`config.mk`:
```
export PLATFORM = sky130hd
export DESIGN_NAME = operand_fetch8_flat
export DESIGN_NICKNAME = d
export VERILOG_FILES = /design/src/rtl/m2m_pkg.sv /design/src/rtl/operand_fetch8_if.sv /design/src/rtl/operand_fetch8.sv /design/src/flat_wrapper.sv
export SDC_FILE = /design/constraint.sdc
export NUM_CORES = 1
export LEC_CHECK = 0
export ABC_AREA = 1
export CAP_MARGIN = 0
export CORE_AREA = 3 3 65 67
export DETAILED_ROUTE_END_ITERATION = 7
export DIE_AREA = 0 0 68 70
export HOLD_SLACK_MARGIN = 0.12
export PLACE_DENSITY = 0.75
export SKIP_CTS_REPAIR_TIMING = 1
export SYNTH_ARGS = -nofsm -noshare
export SYNTH_HDL_FRONTEND = slang
export SYNTH_SLANG_ARGS = --single-unit
```
`constraint.sdc`:
```
create_clock -name CLK -period 1.5 [get_ports CLK]
set_input_delay 0.15 -clock CLK [delete_from_list [all_inputs] [get_ports CLK]]
set_output_delay 0.15 -clock CLK [all_outputs]
set_load 0.05 [all_outputs]
```
`src/rtl/m2m_pkg.sv`:
```
// Shared types and default widths for the memory-to-memory datapath blocks.
package m2m_pkg;

   localparam int unsigned M2M_ADDR_W  = 8;
   localparam int unsigned M2M_DATA_W  = 8;
   localparam int unsigned FETCH_CNT_W = 16;

   typedef enum logic [2:0] {
      IDLE,
      RD_A,
      RD_B,
      CAP_B,
      DONE
   } fetch_state_t;

endpackage

```
`src/rtl/operand_fetch8_if.sv`:
```
// Request, memory and operand signals of the operand-fetch sequencer.
interface operand_fetch8_if
   import m2m_pkg::*;
#(
   parameter int unsigned ADDR_W = M2M_ADDR_W,
   parameter int unsigned DATA_W = M2M_DATA_W
);

   logic              start;
   logic [ADDR_W-1:0] addr_a;
   logic [ADDR_W-1:0] addr_b;
   logic [ADDR_W-1:0] mem_addr;
   logic              mem_rd;
   logic [DATA_W-1:0] mem_rdata;
   logic [DATA_W-1:0] operand_a;
   logic [DATA_W-1:0] operand_b;
   logic              load_en;
   logic              busy;

   modport slave (
      input  start, addr_a, addr_b, mem_rdata,
      output mem_addr, mem_rd, operand_a, operand_b, load_en, busy
   );

   modport master (
      output start, addr_a, addr_b, mem_rdata,
      input  mem_addr, mem_rd, operand_a, operand_b, load_en, busy
   );

endinterface

```
`src/rtl/operand_fetch8.sv`:
```
// Fetches two operands from synchronous-read memory and strobes them downstream.
// OPERAND_FETCH_STAT_EN adds a 16-bit completed-fetch counter on fetch_count.
module operand_fetch8
   import m2m_pkg::*;
#(
   parameter int unsigned ADDR_W = M2M_ADDR_W,
   parameter int unsigned DATA_W = M2M_DATA_W
) (
   input  logic                   CLK,
   input  logic                   reset_n,
   operand_fetch8_if.slave        bus
`ifdef OPERAND_FETCH_STAT_EN
   ,
   output logic [FETCH_CNT_W-1:0] fetch_count
`endif
);

   fetch_state_t      state_q, state_d;
   logic [ADDR_W-1:0] mem_addr_q, mem_addr_d;
   logic [ADDR_W-1:0] addr_b_q, addr_b_d;
   logic              mem_rd_q, mem_rd_d;
   logic              load_en_q, load_en_d;
   logic              busy_q, busy_d;
   logic [DATA_W-1:0] op_a_q, op_a_d;
   logic [DATA_W-1:0] op_b_q, op_b_d;

   // mem_addr_q doubles as the latched A address; B waits in addr_b_q.
   always_comb begin
      state_d    = state_q;
      mem_addr_d = mem_addr_q;
      addr_b_d   = addr_b_q;
      op_a_d     = op_a_q;
      op_b_d     = op_b_q;
      unique case (state_q)
         IDLE: begin
            if (bus.start) begin
               state_d    = RD_A;
               mem_addr_d = bus.addr_a;
               addr_b_d   = bus.addr_b;
            end
         end
         RD_A: begin
            state_d    = RD_B;
            mem_addr_d = addr_b_q;
         end
         RD_B: begin
            state_d = CAP_B;
            op_a_d  = bus.mem_rdata;
         end
         CAP_B: begin
            state_d = DONE;
            op_b_d  = bus.mem_rdata;
         end
         DONE:    state_d = IDLE;
         default: state_d = IDLE;
      endcase
      mem_rd_d  = (state_d == RD_A) || (state_d == RD_B);
      load_en_d = (state_d == DONE);
      busy_d    = (state_d != IDLE);
   end

   always_ff @(posedge CLK or negedge reset_n) begin
      if (!reset_n) begin
         state_q    <= IDLE;
         mem_addr_q <= '0;
         addr_b_q   <= '0;
         mem_rd_q   <= 1'b0;
         load_en_q  <= 1'b0;
         busy_q     <= 1'b0;
         op_a_q     <= '0;
         op_b_q     <= '0;
      end else begin
         state_q    <= state_d;
         mem_addr_q <= mem_addr_d;
         addr_b_q   <= addr_b_d;
         mem_rd_q   <= mem_rd_d;
         load_en_q  <= load_en_d;
         busy_q     <= busy_d;
         op_a_q     <= op_a_d;
         op_b_q     <= op_b_d;
      end
   end

   assign bus.mem_addr  = mem_addr_q;
   assign bus.mem_rd    = mem_rd_q;
   assign bus.load_en   = load_en_q;
   assign bus.busy      = busy_q;
   assign bus.operand_a = op_a_q;
   assign bus.operand_b = op_b_q;

`ifdef OPERAND_FETCH_STAT_EN
   logic [FETCH_CNT_W-1:0] cnt_q, cnt_d;

   // Counts on leaving DONE; wraps naturally at full scale.
   always_comb begin
      cnt_d = cnt_q;
      if (state_q == DONE) begin
         cnt_d = cnt_q + FETCH_CNT_W'(1);
      end
   end

   always_ff @(posedge CLK or negedge reset_n) begin
      if (!reset_n) begin
         cnt_q <= '0;
      end else begin
         cnt_q <= cnt_d;
      end
   end

   assign fetch_count = cnt_q;
`endif

endmodule

```
`src/flat_wrapper.sv`:
```
// flat-port wrapper written by rule: the top's interface ports become plain ports
module operand_fetch8_flat import m2m_pkg::*;
#(
   parameter int unsigned ADDR_W = M2M_ADDR_W,
   parameter int unsigned DATA_W = M2M_DATA_W
)
  (CLK, reset_n, bus_start, bus_addr_a, bus_addr_b, bus_mem_rdata, bus_mem_addr, bus_mem_rd, bus_operand_a, bus_operand_b, bus_load_en, bus_busy);
  operand_fetch8_if #(.ADDR_W(ADDR_W), .DATA_W(DATA_W)) bus_i ();
  input  logic CLK;
  input  logic reset_n;
  input wire logic [$bits(bus_i.start)-1:0] bus_start;
  input wire logic [$bits(bus_i.addr_a)-1:0] bus_addr_a;
  input wire logic [$bits(bus_i.addr_b)-1:0] bus_addr_b;
  input wire logic [$bits(bus_i.mem_rdata)-1:0] bus_mem_rdata;
  output wire logic [$bits(bus_i.mem_addr)-1:0] bus_mem_addr;
  output wire logic [$bits(bus_i.mem_rd)-1:0] bus_mem_rd;
  output wire logic [$bits(bus_i.operand_a)-1:0] bus_operand_a;
  output wire logic [$bits(bus_i.operand_b)-1:0] bus_operand_b;
  output wire logic [$bits(bus_i.load_en)-1:0] bus_load_en;
  output wire logic [$bits(bus_i.busy)-1:0] bus_busy;
  assign bus_i.start = bus_start;
  assign bus_i.addr_a = bus_addr_a;
  assign bus_i.addr_b = bus_addr_b;
  assign bus_i.mem_rdata = bus_mem_rdata;
  assign bus_mem_addr = bus_i.mem_addr;
  assign bus_mem_rd = bus_i.mem_rd;
  assign bus_operand_a = bus_i.operand_a;
  assign bus_operand_b = bus_i.operand_b;
  assign bus_load_en = bus_i.load_en;
  assign bus_busy = bus_i.busy;
  operand_fetch8 #(.ADDR_W(ADDR_W), .DATA_W(DATA_W)) u_core (.CLK(CLK), .reset_n(reset_n), .bus(bus_i));
endmodule
```
# --- Word level (Yosys, flattened, before mapping) ---
# Cells that the tools add are included.
# Widths: inputs -> output; s select.
totals:
  out_inout_bits: 27
  regBits: 38
  wordCells: 25
classes:
  n_eq_ne: 7
  mux: 4
  n_reduce_logical: 6
ops:
  columns: ["op", "n"]
  rows:
  - ["$pmux 8 s2", 1]
  - ["$pmux 3 s4", 1]
  - ["$eq 3x2->1 const B", 3]
  - ["$mux 8", 1]
  - ["$eq 3x1->1 const B", 2]
  - ["$reduce_and 2->1", 2]
  - ["$eq 3x3->1 const B", 1]
  - ["$logic_not 3->1", 1]
  - ["$mux 3", 1]
  - ["$reduce_bool 3->1", 1]
  - ["$ne 2x2->1 const B", 1]
  - ["$reduce_bool 2->1", 1]
  - ["$logic_or 1x1->1", 1]

# --- Longest topological paths before layout ---
logic_depth:
  word_depth: 4
  ltp_mapped: 7
  depth_no_buf: 6

# --- Worst setup path before layout ---
# Ideal clock, no wire load.
synth_path:
  path_kind: "register to register"
  from: "register u_core.state_q[2]"
  to: "register u_core.mem_addr_q[0], in the netlist u_core.bus.mem_addr[0]"
  arrival_time_ns: 1.034
  synth_period_minus_slack_ns: 1.152
  t_required_ns: 1.382
  stages_incl_launch_ff: 8
  setup_time_ns: 0.118
  setup_slack_ns: 0.348
  path_cell_list: "dfrtp_1 -> inv_2 -> buf_4 -> nand3_4 -> nand2_4 -> inv_2 -> nand2_1 -> nand2_1"
synth_between:
  elab_chain_len: 3
synth_rtl:
  columns: ["item", "line", "source"]
  rows:
  - ["from (decl)", "operand_fetch8.sv:18", "fetch_state_t state_q, state_d;"]
  - ["from (signal assigned)", "operand_fetch8.sv:73", "state_q <= state_d;"]
  - ["$eq 3x1->1 or $logic_not 3->1 (tied branches)", "operand_fetch8.sv:34", "unique case (state_q)"]
  - ["$reduce_bool 2->1 (no source line) or $ne 2x2->1 (tied branches)", null, null]
  - ["$reduce_and 2->1 (no source line)", null, null]
  - ["to (signal assigned)", "operand_fetch8.sv:74", "mem_addr_q <= mem_addr_d;"]
  - ["to (decl)", "operand_fetch8.sv:19", "logic [ADDR_W-1:0] mem_addr_q, mem_addr_d;"]
# Parallel ways exist; a longest one is shown, timed or not.
# A chain may end at the register's enable or synchronous reset.

# --- Final worst setup path ---
layout_path:
  from: "register u_core.state_q[2]"
  to: "register u_core.addr_b_q[3]"
layout_between:
  elab_chain_len: 2
layout_rtl:
  columns: ["item", "line", "source"]
  rows:
  - ["$logic_not 3->1", "operand_fetch8.sv:34", null]
  - ["$reduce_and 2->1 (no source line)", null, null]
  - ["to (signal assigned)", "operand_fetch8.sv:75", "addr_b_q <= addr_b_d;"]
  - ["to (decl)", "operand_fetch8.sv:20", "logic [ADDR_W-1:0] addr_b_q, addr_b_d;"]
# Every way passes these cells.

==> results.md <==
- The flow ran to the end, and the final reports show no timing, DRC or antenna violations.
- The chip height is 70 um.
- The most common cell in the synthesized netlist is sky130_fd_sc_hd__nand2_1.
- The number of global-route vias before repair is between 1,000 and 1,500.
- For this design the ratio of total power to cell area is 2556 mW/mm^2.
- After synthesis, the largest area contributor takes up 59.84% of total cell area.
- The combinational cell fraction of total power is 55.2%.
- For this configuration, the core starts out at a cell density of between 40% and 50%.
- Input and output buffers added on the ports amount to 53.
- Entering global routing, the biggest net connects 19 pins.
- The clock net in this run drives a total of 38 sinks.
- The number of flops mapped to enable cells by yosys is 0.
- The number of antenna violations at the first check in global routing is 0.
- The clock insertion delay at the later pin of the skew report is about 0.28 ns.
- In this run the power spent charging and discharging nets is 0.002794 W.
- The design internal power is 0.002793 W.
- The cell type with the largest total area after synthesis is sky130_fd_sc_hd__dfrtp_1.
- The first global-routing pass estimated 5.326 mm of wire.
- The floorplan die width is roughly 70 um.
- The worst flop-to-flop path startpoint is u_core.state_q[2].
- The number of synthesized register bits is 38.
- The cell area after technology mapping is 0.001589 mm^2.
- The area occupied by multi-input gates is 484.2 um^2.
- The yosys synthesis warning count is 0.
- The total iterations of the first detailed-routing run is 4.
- The depth of the worst register-to-register path is 5.
- The total wire length is 3.203 mm.
- The violation count after the first detailed-route iteration is 83.
- TritonCTS built the clock tree.
- In this run the count of I/O pins placed on the die edge is 54.
- The most used flip-flop cell after synthesis is sky130_fd_sc_hd__dfrtp_1.
- The repair_antennas step left the layout with diodes totalling 0.
- The worst setup path is launched from a flop.
- The wire length on met2 is 1.584 mm.
- In the finished design, the share of the clock period the worst path needs comes to 86.61%.
- Net switching is 50.01% of the power.
- The final hold violation count is 0.
- Setup repair after global routing left no endpoint under its margin.
- Static timing analysis puts the maximum clock frequency at 769.8 MHz.
- The die covers 0.004760 mm^2.
- The count of filler cells inserted in the layout is 346.
- In the final routed layout, each cell accounts on average for roughly 11 um.
- In this run the static leakage power is 1.140 nW.
- For the pin with the worst max-slew slack, the measured transition is 0.3680 ns.
- Subtracting the final worst setup slack from the clock period gives between 1 and 1.5 ns.
- The aggregate global-route resource usage is 14.88%.
- The total area of sequential cells is 950.9 um^2.
- The share of synthesized registers carrying an async set or reset is 100.0%.
- The max-slew violation total from the final report is 0.
- The routed via count is 1,260.
- The worst voltage drop across the vdd grid is roughly 1.4 mV.
- Data on the critical path is required at its endpoint by 1.71 ns.
- The instance count of the mapped netlist is approximately 170.
- Counting distinct cell types in the post-synthesis netlist gives 14.
- The register clock-pin slew on the reported worst setup and hold paths is 0.07 ns.
- The reg-to-reg endpoint is u_core.addr_b_q[3].
- Summing the sequential cell areas from Yosys gives 59.84% of the chip area.
- The root buffer cell chosen for the clock tree is sky130_fd_sc_hd__clkbuf_8.
- Counting instances in the post-synthesis netlist gives the leading cell types as sky130_fd_sc_hd__nand2_1, sky130_fd_sc_hd__dfrtp_1, sky130_fd_sc_hd__inv_1.
- The residual overflow from global routing is 0.
- The startpoint-to-endpoint class of the critical path is reg2reg.
- The number of routed nets with antenna violations is 0.
- The net count of the finished layout is 257.
- A synthesized cell averages 9.293 um^2.
- The row count is 22.
- Of the total power, the clock network draws 12.4%.
- On the final layout, the worst clock skew is 0.004266 ns.
- When the netlist entered floorplanning its net count stood at approximately 200.
- The number of maximum-capacitance constraint violations is 0.
- The ratio of routed vias to standard cells is 4.516.
- In the final layout, the share of cells above drive strength 1 is roughly a fifth.
- In the detailed route, the total length drawn on met3 is 173 um.
- Registers are responsible for approximately 32% of the overall power.
- The area added between synthesis and finish is 37.56%.
- In this run the standard cell core region covers 0.003689 mm^2.
- The worst pin sits at a relative slew slack of about 75%.
- Yosys attributes the largest share of cell area to sky130_fd_sc_hd__dfrtp_1, sky130_fd_sc_hd__nand2_1, sky130_fd_sc_hd__inv_1, sky130_fd_sc_hd__nand3_1, sky130_fd_sc_hd__o21ai_0.
- The longest clock path from root to sink contains 2 buffers.
- The critical path endpoint category is a flop.
- The power consumption is 0.005588 W.
- The worst hold-check path type is in2async.
- The post-detailed-route DRC marker count is 0.
- The top fanout value on the critical path is 16.
- Signal routing reaches up to met4.
- Clock tree synthesis inserted a total of 5 buffers.
- The congestion estimate from routability-driven global placement came to slightly below 0.8.
- The count of H-tree levels built during CTS is 2.
- The total half-perimeter wirelength after legalization and detailed placement is 2.439 mm.
- The worst register-to-register path has a setup slack of 0.20 ns.
- In the final routing, the length of wire on met1 measures 1.395 mm.
- The worst path arrival time is 1.51 ns.
- The final setup violation count is 0.
- The sum of negative setup slack is 0 ns.
## flip-flops by register name, indices dropped and copies added, names as in the netlist
signal / flops
u_core.bus.load_en: 1
u_core.bus.operand_b: 8
u_core.bus.busy: 1
u_core.bus.operand_a: 8
u_core.addr_b_q: 8
u_core.bus.mem_addr: 8
u_core.bus.mem_rd: 1
u_core.state_q: 3
## per-layer routing
layer  vias to the layer above  GRT usage (%)
li1                        651              -
met1                       576          18.89
met2                        29          22.81
met3                         4          5.145
met4                         0          5.960
met5                         -              0
## cell type report
class | count | share of cell area, %
clock inverters | 1 | 0.2290
clock buffers | 7 | 3.950
flip-flops and latches | 38 | 43.50
multi-input cells | 98 | 22.15
well taps | 48 | 2.748
inverters | 31 | 5.323
repair buffers | 56 | 22.09
## how the worst max path moves through the flow
stage                           start                       to  slack, ns
floorplan           u_core.state_q[2]   u_core.bus.mem_addr[0]       0.35
global placement            bus_start       u_core.addr_b_q[5]       0.17
detailed placement          bus_start       u_core.addr_b_q[3]       0.13
CTS                 u_core.state_q[2]  u_core.bus.operand_a[0]       0.18
global route        u_core.state_q[2]       u_core.addr_b_q[1]       0.08
finish              u_core.state_q[2]       u_core.addr_b_q[3]       0.20
## worst max-delay path, cell delays in order, from the launching register on
cell	delay [ns]
sky130_fd_sc_hd__dfrtp_1	0.38
sky130_fd_sc_hd__inv_2	0.22
sky130_fd_sc_hd__nand3_4	0.15
sky130_fd_sc_hd__nor2_4	0.30
sky130_fd_sc_hd__nand2_1	0.10
sky130_fd_sc_hd__o21ai_1	0.09
## kinds of logic after synthesis
| family | share of synthesized area (%) |
|---|---|
| AND/OR/NAND/NOR | 22.20 |
| buffers and inverters | 9.685 |
| AO/OA/AOI/OAI | 8.268 |
| flip-flops | 59.84 |
## per-stage QoR
step	util, %	instances	area (um^2)	setup slack, ns	hold WS, ns
5_1_grt	59.26	279	2186	0.08157	0.3452
3_3_place_gp	56.51	270	2085	0.1685	0.08529
3_5_place_dp	56.51	270	2085	0.1317	0.08474
4_1_cts	58.99	278	2176	0.1808	-0.2205
6_report	59.26	279	2186	0.2009	0.3331
2_1_floorplan	-	171	1589	0.3482	-0.1456
## layout by cell type (no fill, tap or decap), types with 2 or more instances in the layout
master / instances
sky130_fd_sc_hd__o21ai_1: 11
sky130_fd_sc_hd__dfrtp_1: 38
sky130_fd_sc_hd__nand3_4: 2
sky130_fd_sc_hd__nor2_4: 2
sky130_fd_sc_hd__nand3_1: 16
sky130_fd_sc_hd__clkdlybuf4s50_1: 25
sky130_fd_sc_hd__inv_1: 27
sky130_fd_sc_hd__inv_2: 4
sky130_fd_sc_hd__nand3_2: 2
sky130_fd_sc_hd__buf_4: 29
sky130_fd_sc_hd__clkbuf_8: 6
sky130_fd_sc_hd__nand2_1: 49
sky130_fd_sc_hd__o21ai_0: 14
## power by group through the flow
stage / Combinational [W] / Clock, W / Sequential [W]
2_1_floorplan: 0.00102 / 0 / 0.00303
3_3_place_gp: 0.00306 / 0 / 0.00180
6_report: 0.00308 / 0.000694 / 0.00181
4_1_cts: 0.00312 / 0.000712 / 0.00181
5_1_grt: 0.00333 / 0.000757 / 0.00188
3_5_place_dp: 0.00312 / 0 / 0.00182
No activity file was read; power rests on OpenSTA's default activity.
==> RTL change, RTL diff (same settings) <==
Encoding of `fetch_state_t`: now one-hot (5 bits for 5 states).
--- a/src/rtl/m2m_pkg.sv
+++ b/src/rtl/m2m_pkg.sv
@@ -6,10 +6,10 @@
    localparam int unsigned FETCH_CNT_W = 16;
 
-   typedef enum logic [2:0] {
-      IDLE,
-      RD_A,
-      RD_B,
-      CAP_B,
-      DONE
+   typedef enum logic [4:0] {
+      IDLE  = 5'b00001,
+      RD_A  = 5'b00010,
+      RD_B  = 5'b00100,
+      CAP_B = 5'b01000,
+      DONE  = 5'b10000
    } fetch_state_t;
 
Behaviour: same outputs for any inputs over 10 cycles, from zero or initial values and one cycle with reset_n low; not proved beyond that.
==> RTL change against the original RTL <==
Wire length grew 4.1%. Worst hold slack gained 0.036 ns. Setup slack lost 0.035 ns. Area after synthesis grew 4.7%. Sequential cell count grew 2. Utilization grew 3.3 points. Total power shrank 12%. Design area grew 5.5%.
==> RTL change: results (changes against the original RTL) <==
clock buffer depth=2 (unchanged); Arr. time, crit path=between 1.5 and 2 ns; routed length per instance=11.5 um (about the same); Antenna Diode Count=0 (unchanged); DR iter-0 viols=86 (was 83); Setup Skew=0.00427 ns (about the same); measured slew at the worst slew-check pin=0.500 ns (was 0.368 ns); syn nets=205 (was 198); Filler cells=351 (was 346); pre-CTS setup slack=0.0746 ns (was 0.132 ns); vias per inst=4.59 (was 4.52); Max IR drop VDD=0.859 mV (was 1.38 mV); gr usage total=15.8% (was 14.9%); initial antenna violation count=0 (unchanged); top cells by count, synth=72 x nand2_1, 39 x dfrtp_1, 17 x inv_1, 16 x o21ai_0, 9 x nand4_1 (was 49 x nand2_1, 38 x dfrtp_1, 27 x inv_1, 16 x nand3_1, 14 x o21ai_0); Final nets=270 (was 257); buffers added on ports=53 (unchanged); first-pass GRT wire length=5800 um (was 5330 um); GPL Wtd Cong=0.783 (was 0.789); outcome=finished clean (unchanged); leakage=1.23 nW (was 1.14 nW); dpl hpwl=2470 um (was 2440 um); Area contributors post-synth=dfrtp_1 59%, nand2_1 16%, o21ai_0 4.8% (was dfrtp_1 60%, nand2_1 12%, inv_1 6.4%); critical path's slowest cell=dfrtp_1 (unchanged); share of post-route cells with drive strength above 1=21.4% (was 20.8%); clock slew at reported path FFs=0.07 ns (about the same); Top FF cell, synth=dfrtp_1 (unchanged); Async SR Flop Fraction=100% (unchanged); Netlist cell types=18 (was 14); largest net degree at the start of global routing=23 (was 19); Max FO, Critical Path=19 (was 16); root buf cell=clkbuf_8 (unchanged); max cap viols=0 (unchanged); Seq/Total Area, Yosys=60.2% (was 59.8%); Hold Path Class=in2async (unchanged); number of global-route vias before repair=1318 (was 1191); Yosys warnings=0 (unchanged); CP peak stage delay=0.42 ns (was 0.38 ns)
-- RTL change: stage by stage --
| stage | std cells | total power, mW | area, um2 | hold slack, ns | utilization [%] |
|---|---|---|---|---|---|
| floorplan | 178 | 3.47 | 1660 | -0.146 | - |
| detailed placement | 281 | 4.27 | 2200 | 0.151 | 59.7 |
| finish | 291 | 4.91 | 2310 | 0.370 | 62.5 |
| global placement | 281 | 4.22 | 2200 | 0.143 | 59.7 |
| global route | 291 | 5.24 | 2310 | 0.405 | 62.5 |
| CTS | 288 | 4.91 | 2280 | -0.154 | 61.8 |
-- RTL change: layer usage --
layer	GRT usage [%]	share of wire (%)	wire, um	vias up
met5	0	0	0	-
met4	6.62	1.9	65	0
met3	3.38	4.0	133	7
met2	24.8	49	1640	30
met1	20.8	45	1500	602
li1	-	-	-	697
-- RTL change: logic make-up after synthesis --
kind of cell           share of synthesized area (%)
buffers and inverters                           6.84
AND/OR/NAND/NOR                                 28.1
flip-flops                                      60.2
AO/OA/AOI/OAI                                   4.81
-- RTL change: where the power goes --
group | switching (mW) | total (mW) | internal (mW)
Combinational | 1.71 | 2.49 | 0.778
Sequential | 0.254 | 1.78 | 1.52
Clock | 0.326 | 0.642 | 0.316
-- RTL change: path summary, 6_finish.rpt --
path	from	to	slack [ns]	cells after the start
max in group asynchronous	reset_n	u_core.state_q[0]	0.59	3
hold / removal	reset_n	u_core.bus.operand_a[7]	0.37	2
setup reg to reg	u_core.state_q[1]	u_core.bus.operand_b[2]	0.17	3
hold reg to reg	u_core.bus.operand_b[5]	u_core.bus.operand_b[5]	0.49	2
setup / recovery	u_core.state_q[1]	u_core.bus.operand_b[2]	0.17	3
min in group CLK	bus_addr_b[2]	u_core.addr_b_q[2]	0.40	3
-- RTL change: critical path: cells and delay by family, from the launching register on --
family	cells	cell delay, ns
AOI/OAI and AO/OA	1	0.30
DFF	1	0.42
and+or+nand+nor	2	0.53
-- RTL change: cell type report --
cell class	instances	share of cell area, %
sequential	40	43.5
tap	48	2.60
multi-input combinational	115	23.9
inverter	18	2.93
clock buffer	6	3.15
timing repair buffer	63	23.8
clock inverter	1	0.217
